`src/rtl/booth_arith_pkg.sv`:
```
// Shared arithmetic package for the Booth multiplier / sequential divider pair.
// Holds the divider FSM encoding, the default operand width and a
// two's-complement magnitude helper usable at any width up to ABS_W.
package booth_arith_pkg;

   localparam int unsigned ARITH_W = 8;
   localparam int unsigned ABS_W   = 64;

   typedef enum logic [1:0] {
      IDLE = 2'd0,
      ITER = 2'd1,
      FIX  = 2'd2
   } div_state_e;

   // Conditional negate: callers zero-extend to ABS_W and truncate the result
   // back to their own width; the low bits are the N-bit two's-complement value.
   function automatic logic [ABS_W-1:0] abs_n(input logic [ABS_W-1:0] x, input logic sgn);
      return sgn ? (~x + ABS_W'(1)) : x;
   endfunction

endpackage

```
`src/rtl/booth_seq_divider_if.sv`:
```
// Request/response bundle for booth_seq_divider.
//   master: drives start, op_signed, dividend, divisor; observes results/status
//   slave : the divider side
interface booth_seq_divider_if
   import booth_arith_pkg::*;
#(
   parameter int unsigned N = ARITH_W
);

   logic         start;
   logic         op_signed;
   logic [N-1:0] dividend;
   logic [N-1:0] divisor;
   logic [N-1:0] quotient;
   logic [N-1:0] remainder;
   logic         busy;
   logic         done;
   logic         dbz;
   logic         ovf;

   modport master (
      output start, op_signed, dividend, divisor,
      input  quotient, remainder, busy, done, dbz, ovf
   );

   modport slave (
      input  start, op_signed, dividend, divisor,
      output quotient, remainder, busy, done, dbz, ovf
   );

endinterface

```
`src/rtl/nr_div_step.sv`:
```
// One radix-2 non-restoring division step (combinational).
//   p        : current N+1 bit signed partial remainder
//   d        : divisor magnitude
//   bit_in   : next dividend bit shifted into the partial remainder
//   p_next_c : new partial remainder
//   q_bit_c  : quotient bit produced by this step
module nr_div_step
   import booth_arith_pkg::*;
#(
   parameter int unsigned N = ARITH_W
) (
   input  logic [N:0]   p,
   input  logic [N-1:0] d,
   input  logic         bit_in,
   output logic [N:0]   p_next_c,
   output logic         q_bit_c
);

   logic [N:0] shifted;

   // Arithmetic wraps modulo 2^(N+1); the result always lies in [-d, d) so it
   // is representable even though the shifted intermediate may not be.
   always_comb begin
      shifted  = {p[N-1:0], bit_in};
      p_next_c = p[N] ? (shifted + {1'b0, d}) : (shifted - {1'b0, d});
      q_bit_c  = ~p_next_c[N];
   end

endmodule

```
`src/rtl/booth_seq_divider.sv`:
```
// Iterative radix-2 non-restoring divider, signed or unsigned.
//   clk, clr_n : clock and asynchronous active-low reset
//   bus        : booth_seq_divider_if.slave
//                start/op_signed/dividend/divisor in; quotient/remainder,
//                busy, done (1-cycle pulse), dbz, ovf out (all registered)
// Results arrive N+1 clocks after an accepted start (1 clock on divide-by-zero).
module booth_seq_divider
   import booth_arith_pkg::*;
#(
   parameter int unsigned N = ARITH_W
) (
   input logic                clk,
   input logic                clr_n,
   booth_seq_divider_if.slave bus
);

   localparam int unsigned CW = $clog2(N + 1);

   div_state_e    state, state_nxt;
   logic [CW-1:0] count, count_nxt;
   logic [N:0]    p, p_nxt;          // partial remainder
   logic [N-1:0]  a, a_nxt;          // dividend magnitude, becomes quotient magnitude
   logic [N-1:0]  d, d_nxt;          // divisor magnitude
   logic          neg_q, neg_q_nxt;
   logic          neg_r, neg_r_nxt;
   logic          dbz_p, dbz_p_nxt;  // pending divide-by-zero
   logic          ovf_p, ovf_p_nxt;  // pending signed overflow

   logic [N-1:0]  quotient_r, quotient_nxt;
   logic [N-1:0]  remainder_r, remainder_nxt;
   logic          busy_r, busy_nxt;
   logic          done_r, done_nxt;
   logic          dbz_r, dbz_nxt;
   logic          ovf_r, ovf_nxt;

   logic          sgn_a_c, sgn_b_c, zero_div_c, ovf_case_c;
   logic [N-1:0]  a_mag_c, d_mag_c, rem_mag_c, q_fix_c, r_fix_c;
   logic [N:0]    step_p_c;
   logic          step_q_c;

   // Operand decode for the start cycle
   assign sgn_a_c    = bus.op_signed & bus.dividend[N-1];
   assign sgn_b_c    = bus.op_signed & bus.divisor[N-1];
   assign zero_div_c = (bus.divisor == '0);
   assign ovf_case_c = bus.op_signed & (bus.dividend == {1'b1, {(N-1){1'b0}}})
                       & (bus.divisor == '1);
   assign a_mag_c    = N'(abs_n(ABS_W'(bus.dividend), sgn_a_c));
   assign d_mag_c    = N'(abs_n(ABS_W'(bus.divisor), sgn_b_c));

   // Final correction and sign application
   assign rem_mag_c  = p[N] ? (p[N-1:0] + d) : p[N-1:0];
   assign q_fix_c    = N'(abs_n(ABS_W'(a), neg_q));
   assign r_fix_c    = N'(abs_n(ABS_W'(rem_mag_c), neg_r));

   nr_div_step #(.N(N)) u_step (
      .p        (p),
      .d        (d),
      .bit_in   (a[N-1]),
      .p_next_c (step_p_c),
      .q_bit_c  (step_q_c)
   );

   // State and datapath registers
   always_ff @(posedge clk or negedge clr_n) begin
      if (!clr_n) begin
         state       <= IDLE;
         count       <= '0;
         p           <= '0;
         a           <= '0;
         d           <= '0;
         neg_q       <= 1'b0;
         neg_r       <= 1'b0;
         dbz_p       <= 1'b0;
         ovf_p       <= 1'b0;
         quotient_r  <= '0;
         remainder_r <= '0;
         busy_r      <= 1'b0;
         done_r      <= 1'b0;
         dbz_r       <= 1'b0;
         ovf_r       <= 1'b0;
      end else begin
         state       <= state_nxt;
         count       <= count_nxt;
         p           <= p_nxt;
         a           <= a_nxt;
         d           <= d_nxt;
         neg_q       <= neg_q_nxt;
         neg_r       <= neg_r_nxt;
         dbz_p       <= dbz_p_nxt;
         ovf_p       <= ovf_p_nxt;
         quotient_r  <= quotient_nxt;
         remainder_r <= remainder_nxt;
         busy_r      <= busy_nxt;
         done_r      <= done_nxt;
         dbz_r       <= dbz_nxt;
         ovf_r       <= ovf_nxt;
      end
   end

   // Next-state and next-output logic
   always_comb begin
      state_nxt     = state;
      count_nxt     = count;
      p_nxt         = p;
      a_nxt         = a;
      d_nxt         = d;
      neg_q_nxt     = neg_q;
      neg_r_nxt     = neg_r;
      dbz_p_nxt     = dbz_p;
      ovf_p_nxt     = ovf_p;
      quotient_nxt  = quotient_r;
      remainder_nxt = remainder_r;
      busy_nxt      = busy_r;
      done_nxt      = 1'b0;
      dbz_nxt       = dbz_r;
      ovf_nxt       = ovf_r;

      case (state)
         IDLE: begin
            if (bus.start) begin
               count_nxt = '0;
               p_nxt     = '0;
               // Divide-by-zero returns the dividend untouched, so keep it raw
               a_nxt     = zero_div_c ? bus.dividend : a_mag_c;
               d_nxt     = d_mag_c;
               neg_q_nxt = sgn_a_c ^ sgn_b_c;
               neg_r_nxt = sgn_a_c;
               dbz_p_nxt = zero_div_c;
               ovf_p_nxt = ovf_case_c;
               busy_nxt  = 1'b1;
               dbz_nxt   = 1'b0;
               ovf_nxt   = 1'b0;
               state_nxt = zero_div_c ? FIX : ITER;
            end
         end

         ITER: begin
            p_nxt     = step_p_c;
            a_nxt     = {a[N-2:0], step_q_c};
            count_nxt = count + CW'(1);
            if (count == CW'(N - 1)) begin
               state_nxt = FIX;
            end
         end

         FIX: begin
            if (dbz_p) begin
               quotient_nxt  = '1;
               remainder_nxt = a;
               dbz_nxt       = 1'b1;
               ovf_nxt       = 1'b0;
            end else begin
               quotient_nxt  = q_fix_c;
               remainder_nxt = r_fix_c;
               dbz_nxt       = 1'b0;
               ovf_nxt       = ovf_p;
            end
            done_nxt  = 1'b1;
            busy_nxt  = 1'b0;
            state_nxt = IDLE;
         end

         default: begin
            state_nxt = IDLE;
            busy_nxt  = 1'b0;
         end
      endcase
   end

   assign bus.quotient  = quotient_r;
   assign bus.remainder = remainder_r;
   assign bus.busy      = busy_r;
   assign bus.done      = done_r;
   assign bus.dbz       = dbz_r;
   assign bus.ovf       = ovf_r;

endmodule

```
`src/flat_wrapper.sv`:
```
// flat-port wrapper written by rule: the top's interface ports become plain ports
module booth_seq_divider_flat import booth_arith_pkg::*;
#(
   parameter int unsigned N = ARITH_W
)
  (clk, clr_n, bus_start, bus_op_signed, bus_dividend, bus_divisor, bus_quotient, bus_remainder, bus_busy, bus_done, bus_dbz, bus_ovf);
  booth_seq_divider_if #(.N(N)) bus_i ();
  input logic clk;
  input logic clr_n;
  input wire logic [$bits(bus_i.start)-1:0] bus_start;
  input wire logic [$bits(bus_i.op_signed)-1:0] bus_op_signed;
  input wire logic [$bits(bus_i.dividend)-1:0] bus_dividend;
  input wire logic [$bits(bus_i.divisor)-1:0] bus_divisor;
  output wire logic [$bits(bus_i.quotient)-1:0] bus_quotient;
  output wire logic [$bits(bus_i.remainder)-1:0] bus_remainder;
  output wire logic [$bits(bus_i.busy)-1:0] bus_busy;
  output wire logic [$bits(bus_i.done)-1:0] bus_done;
  output wire logic [$bits(bus_i.dbz)-1:0] bus_dbz;
  output wire logic [$bits(bus_i.ovf)-1:0] bus_ovf;
  assign bus_i.start = bus_start;
  assign bus_i.op_signed = bus_op_signed;
  assign bus_i.dividend = bus_dividend;
  assign bus_i.divisor = bus_divisor;
  assign bus_quotient = bus_i.quotient;
  assign bus_remainder = bus_i.remainder;
  assign bus_busy = bus_i.busy;
  assign bus_done = bus_i.done;
  assign bus_dbz = bus_i.dbz;
  assign bus_ovf = bus_i.ovf;
  booth_seq_divider #(.N(N)) u_core (.clk(clk), .clr_n(clr_n), .bus(bus_i));
endmodule
```
`config.mk`:
```
export PLATFORM = sky130hd
export DESIGN_NAME = booth_seq_divider_flat
export DESIGN_NICKNAME = d
export VERILOG_FILES = /design/src/rtl/booth_arith_pkg.sv /design/src/rtl/booth_seq_divider_if.sv /design/src/rtl/nr_div_step.sv /design/src/rtl/booth_seq_divider.sv /design/src/flat_wrapper.sv
export SDC_FILE = /design/constraint.sdc
export NUM_CORES = 1
export LEC_CHECK = 0
export ABC_AREA = 1
export CORE_MARGIN = 1.5
export CORE_UTILIZATION = 49
export CTS_CLUSTER_DIAMETER = 40
export CTS_CLUSTER_SIZE = 8
export DETAILED_ROUTE_END_ITERATION = 10
export GPL_ROUTABILITY_DRIVEN = 1
export MAX_ROUTING_LAYER = met4
export PLACE_DENSITY = 0.79
export SETUP_SLACK_MARGIN = 0.1
export SLEW_MARGIN = 20
export SYNTH_ARGS = -nofsm -noshare
export SYNTH_HDL_FRONTEND = slang
export SYNTH_SLANG_ARGS = --single-unit
```
`constraint.sdc`:
```
create_clock -name clk -period 3.21 [get_ports clk]
set_input_delay 0.642 -clock clk [delete_from_list [all_inputs] [get_ports clk]]
set_output_delay 0.642 -clock clk [all_outputs]
set_load 0.05 [all_outputs]
```
==> results of run 1 <==
[state kept, by name (all words and copies together) (netlist names)]
register / flops
u_core.state: 2
u_core.d: 8
u_core.neg_r: 1
u_core.bus.dbz: 1
u_core.bus.remainder: 8
u_core.bus.done: 1
u_core.ovf_p: 1
u_core.a: 8
u_core.dbz_p: 1
u_core.bus.busy: 1
u_core.bus.quotient: 8
u_core.count: 4
u_core.bus.ovf: 1
u_core.p: 9
u_core.neg_q: 1
[layout by cell type (no fill, tap or decap), types with 9 or more instances in the layout]
master             n
a21oi_1           20
o21ai_1           37
inv_1             59
nand3_1           37
nor2_1            42
dfrtp_1           55
clkdlybuf4s50_1   38
nand2_1          118
o21ai_0           19
inv_2              9
ha_1              22
xor2_1            13
[layer usage]
layer | wire, um | vias up | GRT usage (%)
met5 | 0 | - | -
met4 | 195 | 0 | 7.13
met3 | 647 | 21 | 4.75
met2 | 4270 | 128 | 39.5
met1 | 4070 | 1665 | 34.3
li1 | - | 1758 | -
[power groups by stage]
stage	logic (mW)	registers (mW)	clock network (mW)
CTS	3.38	1.35	0.418
floorplan	2.21	1.61	0
detailed placement	3.36	1.36	0
global placement	3.28	1.35	0
finish	3.40	1.36	0.411
global route	3.84	1.40	0.449
[worst max-delay path by stage]
stage | slack (ns) | start | end | cells after the start
5_1_grt | 0.48 | u_core.d[1] | u_core.p[6] | 14
3_3_place_gp | 0.83 | bus_divisor[0] | u_core.a[4] | 11
4_1_cts | 0.71 | u_core.d[1] | u_core.p[6] | 14
6_report | 0.70 | u_core.d[1] | u_core.p[6] | 14
3_5_place_dp | 0.74 | u_core.d[1] | u_core.p[6] | 14
2_1_floorplan | 0.98 | u_core.d[1] | u_core.p[6] | 14
[logic make-up after synthesis]
family / after synthesis / synth area share [%]
and+or+nand+nor: 217 / 24.5
AOI/OAI and AO/OA: 109 / 17.1
buffers and inverters: 81 / 8.39
DFF: 55 / 37.4
adders and majority gates: 24 / 8.56
xor gates and xnor gates: 17 / 4.04
[layout make-up]
type                       instances  area (um^2)
clock inverter                     3         25.0
timing repair buffer              44          423
fill                             641         2980
sequential                        55         1380
multi-input combinational        367         2000
clock buffer                       5         68.8
tap                               99          124
inverter                          70          263
==> results_dict.tcl, run 1 <==
set metrics [dict create \
    min_path_type "primary input to async pin" \
    clockBufferDepth 2 \
    worstPathCellList "inv_1 > ha_1 > inv_1 > o21ai_0 > inv_1 > fa_1 > nor2_1 > o21ai_1 > a21oi_1 > nor2_1 > nor2_1 > o21ai_1 > nand2_1 > o21ai_1" \
    relSlewSlack_pct 59.1 \
    worstPathArrival_ns 2.72 \
    wirelength_um 9170 \
    cpPeakStageDelay_ns 0.47 \
    rows 31 \
    skew_ns 0.0181 \
    combPwrFrac_pct 65.8 \
    utilization_pct 59.0 \
    yosysWarnings 0 \
    p_seq_share_pct 26.3 \
    antennaDiodeCount 0 \
    yosysMostFrequentCell "nand2_1" \
    drv_cap 0 \
    grt_max_degree 50 \
    slew_viol_final 0 \
    dpl_cell_area_mm2 0.00418 \
    post-layout-total-power_mw 5.17 \
    holdBufCountCts 0 \
    grt_pass1_wl_um 15200 \
    gp_congestion 0.999 \
    yosysUniqueCellTypes 38 \
    die_width_um 89.7 \
    area_delta_synth_final_pct 16.1 \
    clkPwrFrac_pct 7.9 \
    reg2reg_depth 14 \
    yosysTopAreaCell "dfrtp_1" \
    cts.reportedPaths.clkPinSlew_ns 0.10 \
    drt-initial-drc-count 346 \
    r2r_slack_ns 0.70 \
    placed_cells 635 \
    synth_top_area_share_pct 37.4 \
    p_leak_nw 2.08 \
    synth-seq-cells 55 \
    p_sw_mw 2.78 \
    numCtsBuffers 5 \
    switching_share_pct 53.8 \
    drive_above_1_share_pct 4.96 \
    rsz0062_at_grt "false" \
    drc_errors 0 \
    drt_first_pass_iters 6 \
    ys_seq_area_share_pct 37.4 \
    crit_path_max_fanout 5 \
    critPathLaunchType "register" \
    syn_inst 503 \
    crit_path_end_kind "register" \
    postRouteAntennaNets 0 \
    crit_type "register to register" \
    setup_viol 0 \
    vias 3572 \
    port_buffers 39 \
    synth_edf_count 0 \
    r2r_end "u_core.p[6]" \
    post_cts_buffers 0 \
    period_share_pct 78.2 \
    grt.overflow.total 0 \
    htree_levels 2 \
    layout.cells.non_filler 643 \
    hold_viol_final 0 \
    antenna_found_initial 0 \
    dp.final_hpwl_um 7200 \
    synthesis.area_mm2 0.00368 \
    routed_via_density 5.56 \
    timing.setup.tns_ns 0 \
    cts_tree "done" \
    final.setup.worst_slack_ns 0.700 \
    cts_resized 0 \
    nets 587 \
    grt_pass1_vias 3145 \
    synth_ff_type "dfrtp_1" \
    ios 40 \
    ir_drop_uv 466 \
    synth_area_per_cell_um2 7.32 \
    wire_per_inst_um 14.3 \
    cts_sinks 55 \
    finalInstanceArea_mm2 0.00428 \
    synth_area_leaders "dfrtp_1 (37%), nand2_1 (12%), ha_1 (7.5%), inv_1 (6.0%), nand3_1 (5.0%)" \
    r2r-start "u_core.d[1]" \
    track_usage_pct 25.5 \
    min_period_ns 2.51 \
    ctsRootBufferMaster "clkbuf_8" \
    initial_core_util_pct 50.8 \
    synthArstFlopShare_pct 100 \
    die_y_um 89.7 \
    hold_slack_ns 0.139 \
    worstSkewPairLatency_ns 0.33 \
    powerDensity_mw_per_mm2 1210 \
    outcome "completed" \
    dp_slack_ns 0.741 \
    fp.coreArea_mm2 0.00725 \
    path_delay_family "adder cells" \
    worstPathRequired_ns 3.42 \
    worst_slew_pin_slew_ns 0.614 \
    cpMaxStageDelayCell "dfrtp_1" \
    synth_commonest_cells "nand2_1 (118), inv_1 (59), dfrtp_1 (55)" \
    worst-path-buf-inv 3 \
    synth_nets 547 \
    die_area_mm2 0.00804 \
    intPower_mw 2.39 \
    max_freq_mhz 398 \
]
Power figures use the tool's default switching activity.
==> run 2: changes to the inputs <==
- clock period: 3.21 -> 2.35 ns (I/O delays scaled with it)
==> results_dict.tcl, run 2 (synthesis results as in run 1) <==
set metrics [dict create \
    numCtsBuffers 5 \
    utilization_pct 64.2 \
    initial_core_util_pct 50.8 \
    ios 40 \
    cts.reportedPaths.clkPinSlew_ns 0.10 \
    worstPathArrival_ns 2.57 \
    clockBufferDepth 2 \
    grt_pass1_vias 3383 \
    drt-initial-drc-count 300 \
    final.setup.worst_slack_ns -0.00989 \
    cts_tree "done" \
    die_y_um 89.7 \
    postRouteAntennaNets 0 \
    max_freq_mhz 424 \
    layout.cells.non_filler 670 \
    min_period_ns 2.36 \
    worst_slew_pin_slew_ns 0.641 \
    critPathLaunchType "register" \
    r2r_slack_ns -0.01 \
    wire_per_inst_um 15.0 \
    placed_cells 644 \
    critPathMostFrequentCell "nand2_1" \
    crit_type "register to register" \
    outcome "finished, violations left" \
    cpMaxStageDelayCell "dfrtp_1" \
    dp.final_hpwl_um 7100 \
    antenna_found_initial 0 \
    crit_path_end_kind "register" \
    grt.overflow.total 0 \
    die_area_mm2 0.00804 \
    r2r-start "u_core.d[0]" \
    routed_via_density 5.64 \
    drc_errors 0 \
    worstPathCellList "buf_4 > buf_6 > nor3_4 > nand2_1 > o31ai_2 > xor2_1 > ha_1 > nand2_1 > nor3_2 > a21oi_2 > a21oi_1 > o21ai_1 > nand2_1 > nand2_1" \
    ctsRootBufferMaster "clkbuf_8" \
    drive_above_1_share_pct 14.9 \
    nets 614 \
    cts_sinks 55 \
    rsz0062_at_grt "true" \
    drv_cap 0 \
    antennaDiodeCount 0 \
    die_width_um 89.7 \
    worstPathRequired_ns 2.56 \
    track_usage_pct 25.7 \
    period_share_pct 100 \
    worstSkewPairLatency_ns 0.32 \
    relSlewSlack_pct 57.2 \
    vias 3776 \
    final_cell_mix "nand2_1 (116), dfrtp_1 (55), inv_1 (52)" \
    cpPeakStageDelay_ns 0.40 \
    violations "setup timing" \
    area_delta_synth_final_pct 26.4 \
    top_register "u_core.p" \
    crit_start "u_core.d[0]" \
    critPathCapture "u_core.a[0]" \
    hold_viol_final 0 \
    reg2reg_depth 14 \
    drt_first_pass_iters 5 \
    largest_reg_flops 9 \
    crit_path_max_fanout 3 \
    fillers 619 \
    fp.coreArea_mm2 0.00725 \
    slew_viol_final 0 \
    final_common_cell "nand2_1" \
    setup_viol 1 \
    r2r_end "u_core.a[0]" \
    rows 31 \
    skew_ns 0.0150 \
    grt_max_degree 42 \
    grt_pass1_wl_um 15500 \
    gp_congestion 1.03 \
    port_buffers 39 \
    htree_levels 2 \
    min_path_type "primary input to async pin" \
    wirelength_um 10100 \
]
-- run 2: layer usage --
| layer | share of wire (%) | global-route usage [%] | wire length [um] | vias to the layer above |
|---|---|---|---|---|
| met5 | 0 | - | 0 | - |
| met3 | 7.7 | 4.02 | 773 | 27 |
| met1 | 42 | 33.2 | 4240 | 1770 |
| met4 | 2.3 | 8.67 | 233 | 0 |
| met2 | 48 | 41.4 | 4820 | 174 |
| li1 | - | - | - | 1805 |
-- run 2: layout make-up --
| cell class | instances | area, um^2 | share of cell area [%] |
|---|---|---|---|
| sequential | 55 | 1380 | 29.6 |
| timing repair buffer | 71 | 642 | 13.8 |
| tap | 99 | 124 | 2.66 |
| clock buffer | 5 | 68.8 | 1.48 |
| inverter | 70 | 268 | 5.75 |
| clock inverter | 3 | 23.8 | 0.511 |
| multi-input combinational | 367 | 2150 | 46.2 |
-- run 2: stage by stage --
stage / setup WS, ns / instance area [um^2] / hold slack, ns / TNS, ns
after floorplan: 0.123 / 3680 / 0.174 / 0
after global placement: 0.0422 / 4260 / 0.413 / 0
after detailed placement: -0.0251 / 4260 / 0.410 / -0.0394
after CTS: 0.100 / 4460 / 0.0714 / 0
after global routing: -0.150 / 4650 / 0.0786 / -0.713
final: -0.00989 / 4650 / 0.0578 / -0.00989
-- run 2: worst max-delay path: cells and delay by family (launching register included) --
family	cells	cell delay, ns
AO/OA/AOI/OAI	4	0.54
XOR/XNOR	1	0.11
adder cells (fa/ha/maj)	1	0.33
buffers and inverters	2	0.27
flip-flops	1	0.40
AND/OR/NAND/NOR	6	0.62
-- run 2: worst min-delay path by stage --
| stage | start | end | slack, ns | depth (start not counted) |
|---|---|---|---|---|
| after floorplan | clr_n | u_core.a[0] | 0.17 | 0 |
| after global placement | clr_n | u_core.d[6] | 0.41 | 1 |
| after detailed placement | clr_n | u_core.p[7] | 0.41 | 1 |
| after CTS | clr_n | u_core.p[3] | 0.07 | 1 |
| after global routing | clr_n | u_core.p[7] | 0.08 | 1 |
| final | clr_n | u_core.p[3] | 0.06 | 1 |
-- run 2: timing repair --
item                                    in CTS  in global routing
buffers inserted                             8                 11
endpoints found under the hold margin        0                  0
pin swaps                                    4                 23
endpoints found under the setup margin       6                 10
hold buffers                                 0                  0
gates resized for setup                     11                 33
Power of run 2 is not shown: default switching activity piles up to over one toggle a cycle in this logic, so the estimate is an artifact.
==> run 3: changes to the inputs <==
- CELL_PAD_IN_SITES_DETAIL_PLACEMENT: not set -> 0
- CELL_PAD_IN_SITES_GLOBAL_PLACEMENT: not set -> 1
- CORE_UTILIZATION: 49 -> 42
- PLACE_DENSITY: 0.79 -> 0.89
- SLEW_MARGIN: 20 -> not set
==> results_dict.tcl, run 3 (synthesis results as in run 1) <==
set metrics [dict create \
    outcome "completed" \
    fillers 784 \
    final_common_cell "nand2_1" \
    ctsRootBufferMaster "clkbuf_8" \
    slew_viol_final 0 \
    crit_path_max_fanout 4 \
    postRouteAntennaNets 0 \
    min_period_ns 2.32 \
    fp.coreArea_mm2 0.00834 \
    worstSkewPairLatency_ns 0.31 \
    rows 33 \
    area_delta_synth_final_pct 26.9 \
    critPathLaunchType "register" \
    nets 611 \
    dp_slack_ns -0.0436 \
    seq_area_mm2 0.00138 \
    top_register "u_core.p" \
    cpMaxStageDelayCell "dfrtp_2" \
    drive_above_1_share_pct 15.5 \
    crit_path_end_kind "register" \
    layout.cells.non_filler 673 \
    hold_slack_ns 0.0824 \
    drt_first_pass_iters 5 \
    clockBufferDepth 2 \
    period_share_pct 98.9 \
    hold_viol_final 0 \
    gp_congestion 0.940 \
    crit_type "register to register" \
    dp.final_hpwl_um 7170 \
    ios 40 \
    crit_start "u_core.d[0]" \
    grt.overflow.total 0 \
    worstPathCellList "inv_2 > ha_4 > nand2_4 > o21ai_2 > xnor2_1 > ha_1 > buf_6 > a21oi_2 > o31a_1 > nand2_2 > a21oi_2 > o21ai_1 > o21ai_1" \
    max_freq_mhz 430 \
    timing.setup.tns_ns 0 \
    setup_viol 0 \
    drc_errors 0 \
    placed_cells 650 \
    worstPathRequired_ns 2.55 \
    htree_levels 2 \
    cts.reportedPaths.clkPinSlew_ns 0.11 \
    final_cell_mix "nand2_1 (113), dfrtp_1 (54), inv_1 (52)" \
    skew_ns 0.00901 \
    numCtsBuffers 5 \
    drt-initial-drc-count 219 \
    reg2reg_depth 13 \
    holdBufCountCts 0 \
    port_buffers 39 \
    rsz0062_at_grt "true" \
    initial_core_util_pct 44.1 \
    worst_slew_pin_slew_ns 0.693 \
    r2r-start "u_core.d[0]" \
    largest_reg_flops 9 \
    routed_via_density 5.37 \
    min_path_type "primary input to async pin" \
    die_width_um 96.6 \
    r2r_end "u_core.p[7]" \
    multiInputGateArea_mm2 0.00216 \
    wirelength_um 9830 \
    cts_tree "done" \
    drv_cap 0 \
    antennaDiodeCount 0 \
    grt_pass1_wl_um 16100 \
    vias 3615 \
    die_area_mm2 0.00934 \
    antenna_found_initial 0 \
    worstPathArrival_ns 2.52 \
    track_usage_pct 21.3 \
    cpPeakStageDelay_ns 0.49 \
    r2r_slack_ns 0.03 \
    grt_pass1_vias 3290 \
    final.setup.worst_slack_ns 0.0253 \
    cts_sinks 55 \
    wire_per_inst_um 14.6 \
    relSlewSlack_pct 53.7 \
    grt_max_degree 38 \
    die_y_um 96.6 \
]
==> run 3: final cells by class <==
type / count / area share (%)
clock buffer: 6 / 1.55
clock inverter: 2 / 0.830
inverter: 70 / 5.62
multi-input combinational: 367 / 46.2
sequential: 55 / 29.5
tap: 105 / 2.81
timing repair buffer: 68 / 13.5
==> run 3: worst max-delay path, delay by kind of cell (launching register included) <==
| kind | cells | cell delay [ns] |
|---|---|---|
| AO/OA/AOI/OAI | 6 | 0.72 |
| XOR/XNOR | 1 | 0.10 |
| adder cells (fa/ha/maj) | 2 | 0.54 |
| buffers and inverters | 2 | 0.23 |
| flip-flops | 1 | 0.49 |
| AND/OR/NAND/NOR | 2 | 0.14 |
==> run 3: routing by layer <==
metal  up-vias  GRT usage (%)  wire length (um)
met5         -              -                 0
met4         0           3.46               163
met3        20           2.24               465
met2       118           33.7              4630
met1      1678           30.1              4580
li1       1799              -                 -
==> run 3: timing repair <==
item / in CTS / in global routing
gates resized for setup: 10 / 39
setup buffers: 6 / 10
setup endpoints to repair: 5 / 10
pin swaps: 7 / 32
==> run 3: metrics by stage <==
stage	utilization (%)	cell area [um^2]
floorplan	-	3680
global placement	51.4	4280
detailed placement	51.4	4280
CTS	53.5	4460
global route	56.0	4670
finish	56.0	4670
==> run 3: worst max-delay path by stage <==
stage	end	slack (ns)
global placement	u_core.p[6]	-0.003
detailed placement	u_core.p[6]	-0.04
global route	u_core.p[7]	-0.13
finish	u_core.p[7]	0.03
CTS	u_core.p[6]	0.10
floorplan	u_core.p[6]	0.12
Power of run 3 is left out for the same reason.
